[src/rtl/reg_rotator.sv]
// reg_rotator: bank of NREG registers with scheduled load / rotate /
// shift-with-fill / swap operations, accepted over a valid/ready handshake.
// Each step computes the whole next image from the current image.
module reg_rotator #(
  parameter int WIDTH = 8,
  parameter int NREG  = 3,
  parameter int IDX_W = 2,
  parameter int CNT_W = 4,
  parameter logic [NREG*WIDTH-1:0] RST_VAL = {8'd1, 8'd0, 8'd1}
) (
  input  logic                    clk,
  input  logic                    rst_n,
  input  logic                    cmd_valid,
  output logic                    cmd_ready,
  input  logic [1:0]              cmd_op,
  input  logic [CNT_W-1:0]        cmd_steps,
  input  logic [IDX_W-1:0]        cmd_idx,
  input  logic [WIDTH-1:0]        cmd_data,
  output logic [NREG*WIDTH-1:0]   regs,
  output logic                    busy,
  output logic                    done,
  output logic                    err
);

  localparam logic [1:0] OP_LOAD   = 2'b00;
  localparam logic [1:0] OP_ROTATE = 2'b01;
  localparam logic [1:0] OP_SHIFT  = 2'b10;
  localparam logic [1:0] OP_SWAP   = 2'b11;

  typedef enum logic [1:0] {
    ST_IDLE = 2'd0,
    ST_RUN  = 2'd1,
    ST_DONE = 2'd2
  } state_t;

  state_t                       state_r, state_nxt_s;
  logic [CNT_W-1:0]             cnt_r, cnt_nxt_s, cnt_load_s;
  logic [1:0]                   op_r;
  logic [IDX_W-1:0]             idx_r;
  logic [WIDTH-1:0]             data_r;
  logic                         bad_idx_r, bad_idx_s;
  logic                         accept_s;
  logic [NREG-1:0][WIDTH-1:0]   regs_r, regs_nxt_s;
  logic                         ready_r, busy_r, done_r, err_r, err_nxt_s;

  assign accept_s  = cmd_valid && ready_r;
  assign regs      = regs_r;
  assign cmd_ready = ready_r;
  assign busy      = busy_r;
  assign done      = done_r;
  assign err       = err_r;

  // Decode the incoming command: step count to load and index range error.
  always_comb begin
    cnt_load_s = CNT_W'(1);
    bad_idx_s  = 1'b0;
    if ((cmd_op == OP_ROTATE) || (cmd_op == OP_SHIFT)) begin
      cnt_load_s = cmd_steps;
      bad_idx_s  = 1'b0;
    end else begin
      cnt_load_s = CNT_W'(1);
      bad_idx_s  = (32'(cmd_idx) >= 32'(NREG));
    end
  end

  // Next-state and step counter logic.
  always_comb begin
    state_nxt_s = state_r;
    cnt_nxt_s   = cnt_r;
    case (state_r)
      ST_IDLE: begin
        if (accept_s) begin
          cnt_nxt_s   = cnt_load_s;
          state_nxt_s = (cnt_load_s != {CNT_W{1'b0}}) ? ST_RUN : ST_DONE;
        end else begin
          state_nxt_s = ST_IDLE;
        end
      end
      ST_RUN: begin
        cnt_nxt_s = cnt_r - CNT_W'(1);
        if (cnt_r == CNT_W'(1)) begin
          state_nxt_s = ST_DONE;
        end else begin
          state_nxt_s = ST_RUN;
        end
      end
      ST_DONE: state_nxt_s = ST_IDLE;
      default: state_nxt_s = ST_IDLE;
    endcase
  end

  // One step of the latched operation; all targets read the pre-step image.
  always_comb begin
    regs_nxt_s = regs_r;
    if (state_r == ST_RUN) begin
      case (op_r)
        OP_ROTATE: begin
          for (int i = 0; i < NREG-1; i++) regs_nxt_s[i] = regs_r[i+1];
          regs_nxt_s[NREG-1] = regs_r[0];
        end
        OP_SHIFT: begin
          for (int i = 0; i < NREG-1; i++) regs_nxt_s[i] = regs_r[i+1];
          regs_nxt_s[NREG-1] = data_r;
        end
        OP_LOAD: begin
          for (int i = 0; i < NREG; i++) begin
            if (idx_r == IDX_W'(i)) regs_nxt_s[i] = data_r;
            else                    regs_nxt_s[i] = regs_r[i];
          end
        end
        OP_SWAP: begin
          // idx == NREG-1 matches no iteration, so the image stays as is.
          for (int i = 0; i < NREG-1; i++) begin
            if (idx_r == IDX_W'(i)) begin
              regs_nxt_s[i]      = regs_r[NREG-1];
              regs_nxt_s[NREG-1] = regs_r[i];
            end else begin
              regs_nxt_s[i] = regs_r[i];
            end
          end
        end
        default: regs_nxt_s = regs_r;
      endcase
    end else begin
      regs_nxt_s = regs_r;
    end
  end

  // Error flag accompanies done only for a range-failed LOAD/SWAP.
  always_comb begin
    err_nxt_s = 1'b0;
    if ((state_nxt_s == ST_DONE) && (state_r == ST_RUN)) err_nxt_s = bad_idx_r;
    else                                                  err_nxt_s = 1'b0;
  end

  // State, counter and register bank.
  always_ff @(posedge clk or negedge rst_n) begin
    if (!rst_n) begin
      state_r <= ST_IDLE;
      cnt_r   <= {CNT_W{1'b0}};
      regs_r  <= RST_VAL;
    end else begin
      state_r <= state_nxt_s;
      cnt_r   <= cnt_nxt_s;
      regs_r  <= regs_nxt_s;
    end
  end

  // Capture the command fields on the accept edge only.
  always_ff @(posedge clk or negedge rst_n) begin
    if (!rst_n) begin
      op_r      <= 2'b00;
      idx_r     <= {IDX_W{1'b0}};
      data_r    <= {WIDTH{1'b0}};
      bad_idx_r <= 1'b0;
    end else if (accept_s) begin
      op_r      <= cmd_op;
      idx_r     <= cmd_idx;
      data_r    <= cmd_data;
      bad_idx_r <= bad_idx_s;
    end else begin
      op_r      <= op_r;
      idx_r     <= idx_r;
      data_r    <= data_r;
      bad_idx_r <= bad_idx_r;
    end
  end

  // Status outputs registered from the next state.
  always_ff @(posedge clk or negedge rst_n) begin
    if (!rst_n) begin
      ready_r <= 1'b1;
      busy_r  <= 1'b0;
      done_r  <= 1'b0;
      err_r   <= 1'b0;
    end else begin
      ready_r <= (state_nxt_s == ST_IDLE);
      busy_r  <= (state_nxt_s != ST_IDLE);
      done_r  <= (state_nxt_s == ST_DONE);
      err_r   <= err_nxt_s;
    end
  end

endmodule

[config.mk]
export PLATFORM = sky130hd
export DESIGN_NAME = reg_rotator
export DESIGN_NICKNAME = d
export VERILOG_FILES = /design/src/rtl/reg_rotator.sv
export SDC_FILE = /design/constraint.sdc
export NUM_CORES = 1
export LEC_CHECK = 0
export BUFFER_PORTS_ARGS = -buffer_cell sky130_fd_sc_hd__buf_2
export CORE_UTILIZATION = 50
export DETAILED_ROUTE_END_ITERATION = 8
export PLACE_DENSITY = 0.85
export SYNTH_ARGS = -nofsm -noshare
export SYNTH_HDL_FRONTEND = slang
export SYNTH_SLANG_ARGS = --single-unit
[constraint.sdc]
create_clock -name clk -period 1.38 [get_ports clk]
set_input_delay 0.069 -clock clk [delete_from_list [all_inputs] [get_ports clk]]
set_output_delay 0.069 -clock clk [all_outputs]
set_load 0.02 [all_outputs]
# Yosys cells after proc, flatten, opt, wreduce, memory -nomap -nowiden
# Cells that the tools add are included.
[word_totals]
reg_bits = 47
in_bits = 19
out_inout_bits = 28
wordCells = 63
[classes]
n_addsub = 1
order_cmp = 1
n_eq_ne = 17
muxes = 17
reduce_logical = 14
[ops]
columns = ["cell", "count"]
rows = [
  ["24-bit case mux with 4 select lines", 1],
  ["8-bit 2-to-1 mux", 7],
  ["2-bit inequality test, second input constant", 6],
  ["2-bit == test, second input constant", 5],
  ["3-bit AND reduction", 3],
  ["2-bit by 1-bit == test with 1-bit output, second input constant", 4],
  ["2-bit logical NOT", 4],
  ["4-bit 2-to-1 mux", 2],
  ["4-bit case mux with 2 select lines", 1],
  ["2-bit 2-to-1 mux", 3],
  ["4-bit by 1-bit == test with 1-bit output, second input constant", 1],
  ["2-bit case mux with 2 select lines", 1],
  ["2-bit nonzero test", 2],
  ["4-bit nonzero test", 1],
  ["4-bit by 1-bit subtractor with 4-bit output, second input constant", 1],
  ["3-bit inequality test, second input constant", 1],
  ["2-bit greater-or-equal comparator, second input constant", 1],
  ["1-bit logical AND", 2],
  ["1-bit 2-to-1 mux", 2],
  ["2-bit AND reduction", 1],
  ["1-bit logical OR", 1],
]

# Logic depth before layout (Yosys ltp)
[depth]
word_depth = 10
ltp_mapped = 7
depth_no_buf = 6

# Least setup slack after synthesis
# Ideal clock, no wire load.
[synth_path]
kind = "reg-to-reg"
from = "reg ready_r, in the netlist cmd_ready"
to = "reg data_r[1]"
setup_ns = 0.125
arrival_time_ns = 1.359
required_ns = 1.255
setup_slack_ns = -0.104
path_stages_with_launch = 4
path_buffers = 1
period_less_slack_ns = 1.484
cell_sequence = "dfstp_2 > and2_0 > buf_2 > mux2_2"
[synth_via]
elab_chain_len = 1
[synth_lines]
columns = ["item", "line", "rtl"]
rows = [
  ["from (decl)", "44", "logic ready_r, busy_r, done_r, err_r, err_nxt_s;"],
  ["from (signal assigned)", "177", "ready_r <= (state_nxt_s == ST_IDLE);"],
  ["1-bit logical AND", "46", "assign accept_s = cmd_valid && ready_r;"],
  ["to (signal assigned)", "154", "data_r <= {WIDTH{1'b0}};"],
  ["to (signal assigned)", "159", "data_r <= cmd_data;"],
  ["to (signal assigned)", "164", "data_r <= data_r;"],
  ["to (decl)", "40", "logic [WIDTH-1:0] data_r;"],
]
# No other way between the ends.
# A chain may end at the register's enable or synchronous reset.

# Final worst setup path
[layout_path]
from = "reg op_r[1]"
to = "reg regs_r, in the netlist regs[6]"
[layout_via]
elab_chain_len = 3
word_cells_on_any_way = 8
cone_classes = "5 x eq/ne; 1 x mux; 2 x reduce/logical"
[layout_lines]
columns = ["item", "line", "rtl"]
rows = [
  ["from (decl)", "38", "logic [1:0] op_r;"],
  ["from (signal assigned)", "157", "op_r <= cmd_op;"],
  ["from (signal assigned)", "162", "op_r <= op_r;"],
  ["2-bit == test / 2-bit logical NOT (equally long branches)", "96", "case (op_r)"],
  ["2-bit inequality test (no line)", "--", ""],
  ["3-bit AND reduction (no line)", "--", ""],
  ["to (signal assigned)", "145", "regs_r <= regs_nxt_s;"],
  ["to (decl)", "43", "logic [NREG-1:0][WIDTH-1:0] regs_r, regs_nxt_s;"],
]
# Several ways; a longest one is shown, not always the timed one.

==> flow_summary.yaml <==
synth:
  synth_cell_type_count: 37
  ys.flop_type: "dfrtp_1"
  yosysMostFrequentCell: "dfrtp_1"
  ys_ff_latch: 47
  synth.area.top_cells: "dfrtp_1 43%, mux2_2 9.3%, nand2_1 5.2%, mux2i_1 4.7%, o21ai_0 4.7%"
  synth-simple-area-share: 0.1188
  synthAdderAreaFrac: 0.009862
  synth-compound-area-share: 0.1889
  synth_top_family_by_area: "compound AO/OA/AOI/OAI gates"
  synth-xor-area-share: 0.006903
  synthMuxAreaShare: 0.1405
  ys_warn_count: 0
  yosysTopAreaCell: "dfrtp_1"
  async_flop_share: 1.000
  synth_area_um2: 2537
  ys_top_cells_by_count: "44 x dfrtp_1, 35 x nand2_1, 24 x o21ai_0"
  postSynthCellCount: 250
  yosysSeqAreaShare: 0.4650
  synth_top_area_share: 0.4339
  avgSynthCellArea_um2: 10.15
  synth_edf_count: 0
  synth_nets: 271
cts:
  path_clk_slew_ns: 0.08
  cts_tree: "built"
  clockBufferDepth: 2
  clock_latency_ns: 0.30
  cts-buffers-inserted: 5
  cts_max_level: 2
  cts_sinks: 47
  cts_root_buf: "clkbuf_8"
critical_path:
  critPathCaptureType: "flop"
  startpoint_type: "flop"
  worstPathMaxFanout: 17
  critPathKind: "flop to flop"
  r2r_slack_ns: -0.1
  crit_arrival_ns: 1.63
  cp_data_required_time_ns: 1.53
power_and_ir_drop:
  power.total_mw: 9.421
  power_density_nw_per_um2: 2850
  p_leak_nw: 1.525
  ir_worst_vdd_mv: 1.672
placement:
  place.gp.congestion: 0.9250
  io_buffers: 46
  placed_area_um2: 2927
  hpwl_mm: 3.776
finish:
  diodes: 0
  design_area_um2: 3306
  final_nets: 346
  post-route-util: 0.6862
  syn_to_final_growth_pct: 30.28
  drive_above_1_share: 0.4123
global_route:
  grt_max_degree: 48
  grt_pass1_vias: 1981
  grt_pass1_wl_mm: 9.432
  antenna_found_initial: 0
  track_usage: 0.2319
  gr-total-overflow: 0
die:
  die-area_um2: 5364
  start_util: 0.5268
  num_rows: 25
  core_area_um2: 4817
  dieHeight_um: 73.24
  fp.dieW_um: 73.24
  io_pins: 47
sta:
  finalMaxSlewViolations: 0
  clock_skew_ns: 0.006843
  slew_headroom: 0.7127
  period_needed_ns: 1.477
  setup_tns_ns: -0.2570
  post-route-period-util: 1.071
  setup_slack_ns: -0.09732
  worst_pin_slew_ns: 0.4271
  clock.fmax_mhz: 676.9
  final-setup-viol-count: 9
  hold_viol_final: 0
  rsz0062_at_grt: "true"
detailed_routing:
  firstDrtPassIters: 5
  drt_iter0_drc: 194
  viasPerCell: 5.798
  detailroute.via_count: 2273
  postRouteAntennaNets: 0
  wl_per_cell_um: 16.63
  wl_mm: 6.520
  drc: 0
job:
  maxCapViolations: 0
hold_path:
  min_path_type: "input pin to flop"
run_status:
  violations: "setup timing"
  status: "finished, violations left"
per-layer routing:
layer | part of all wire | track usage | vias to the layer above
li1 | - | - | 1035
met5 | 0 | 0 | -
met2 | 0.48 | 0.3570 | 129
met4 | 0.028 | 0.07843 | 0
met3 | 0.084 | 0.05525 | 23
met1 | 0.41 | 0.3206 | 1086
where the power goes:
group | total (mW) | switching (mW) | internal, mW | leakage, nW
clock network | 0.849 | 0.455 | 0.394 | 0.0470
registers | 2.79 | 0.693 | 2.10 | 0.567
logic | 5.78 | 3.28 | 2.51 | 0.910
total | 9.42 | 4.42 | 5.00 | 1.52
cell families (layout without fill, tap and decap cells):
group | Yosys count | count (layout)
flops | 47 | 47
xor+xnor | 2 | 2
mux | 33 | 33
fa+ha+maj | 2 | 2
buf+inv | 27 | 99
simple gates | 65 | 66
compound gates | 74 | 76
registers in the layout (all words and copies together), names as in the netlist, 2 cells and up:
register / flops
data_r: 8
state_r: 2
idx_r: 2
op_r: 2
regs: 24
cnt_r: 4
placed cells by master (no fill, tap or decap), drive strengths merged, types with 2 or more instances in the layout:
cell         count
nor2            14
xor2             2
nor2b            2
a31oi            2
o31ai            7
a32oi            2
nand3b           2
mux2            21
o21ai           37
o211ai           6
nand2b           2
inv             14
dfrtp           44
a21oi           19
buf             71
dlygate4sd3      7
mux2i           12
dfstp            3
ha               2
nand3            4
nand2           35
clkbuf           6
through the flow:
step	setup slack [ns]	cells	hold WS, ns
2_1_floorplan	-0.02405	250	-0.2266
3_3_place_gp	-0.07388	370	0.06987
3_5_place_dp	-0.1831	370	0.07257
4_1_cts	-0.007018	385	0.0001184
5_1_grt	-0.1464	392	0.01163
6_report	-0.09732	392	0.003783
critical path, cell delays in order (launching register included):
cell and delay, ns:
dfrtp_2 0.47, buf_8 0.19, mux2_2 0.35, o21ai_0 0.18
o21ai_0 0.15
area by class of cell:
| class | instances | area (um2) |
|---|---|---|
| inverter | 14 | 52.55 |
| clock buffer | 6 | 82.58 |
| multi-input combinational | 179 | 1323 |
| clock inverter | 1 | 5.005 |
| fill | 333 | 1511 |
| sequential | 47 | 1184 |
| timing repair buffer | 78 | 575.6 |
| tap | 67 | 83.83 |
timing repair:
action                     in CTS  in global routing
hold endpoints to repair       50                  2
resized for setup              10                 34
buffers inserted                2                  3
gates cloned                    1                  2
pin swaps                       2                  6
hold buffers                    5                  2
setup endpoints to repair      18                 27
path summary, 6_finish.rpt:
kind	startpoint	to	cells after the start
max	op_r[1]	regs[6]	4
min in group asynchronous	rst_n	data_r[1]	3
min	cmd_data[4]	data_r[4]	2
max reg2reg	op_r[1]	regs[6]	4
min reg2reg	regs[0]	regs[0]	2
max in group asynchronous	rst_n	cmd_ready	3
No activity file was read; power rests on OpenSTA's default activity.
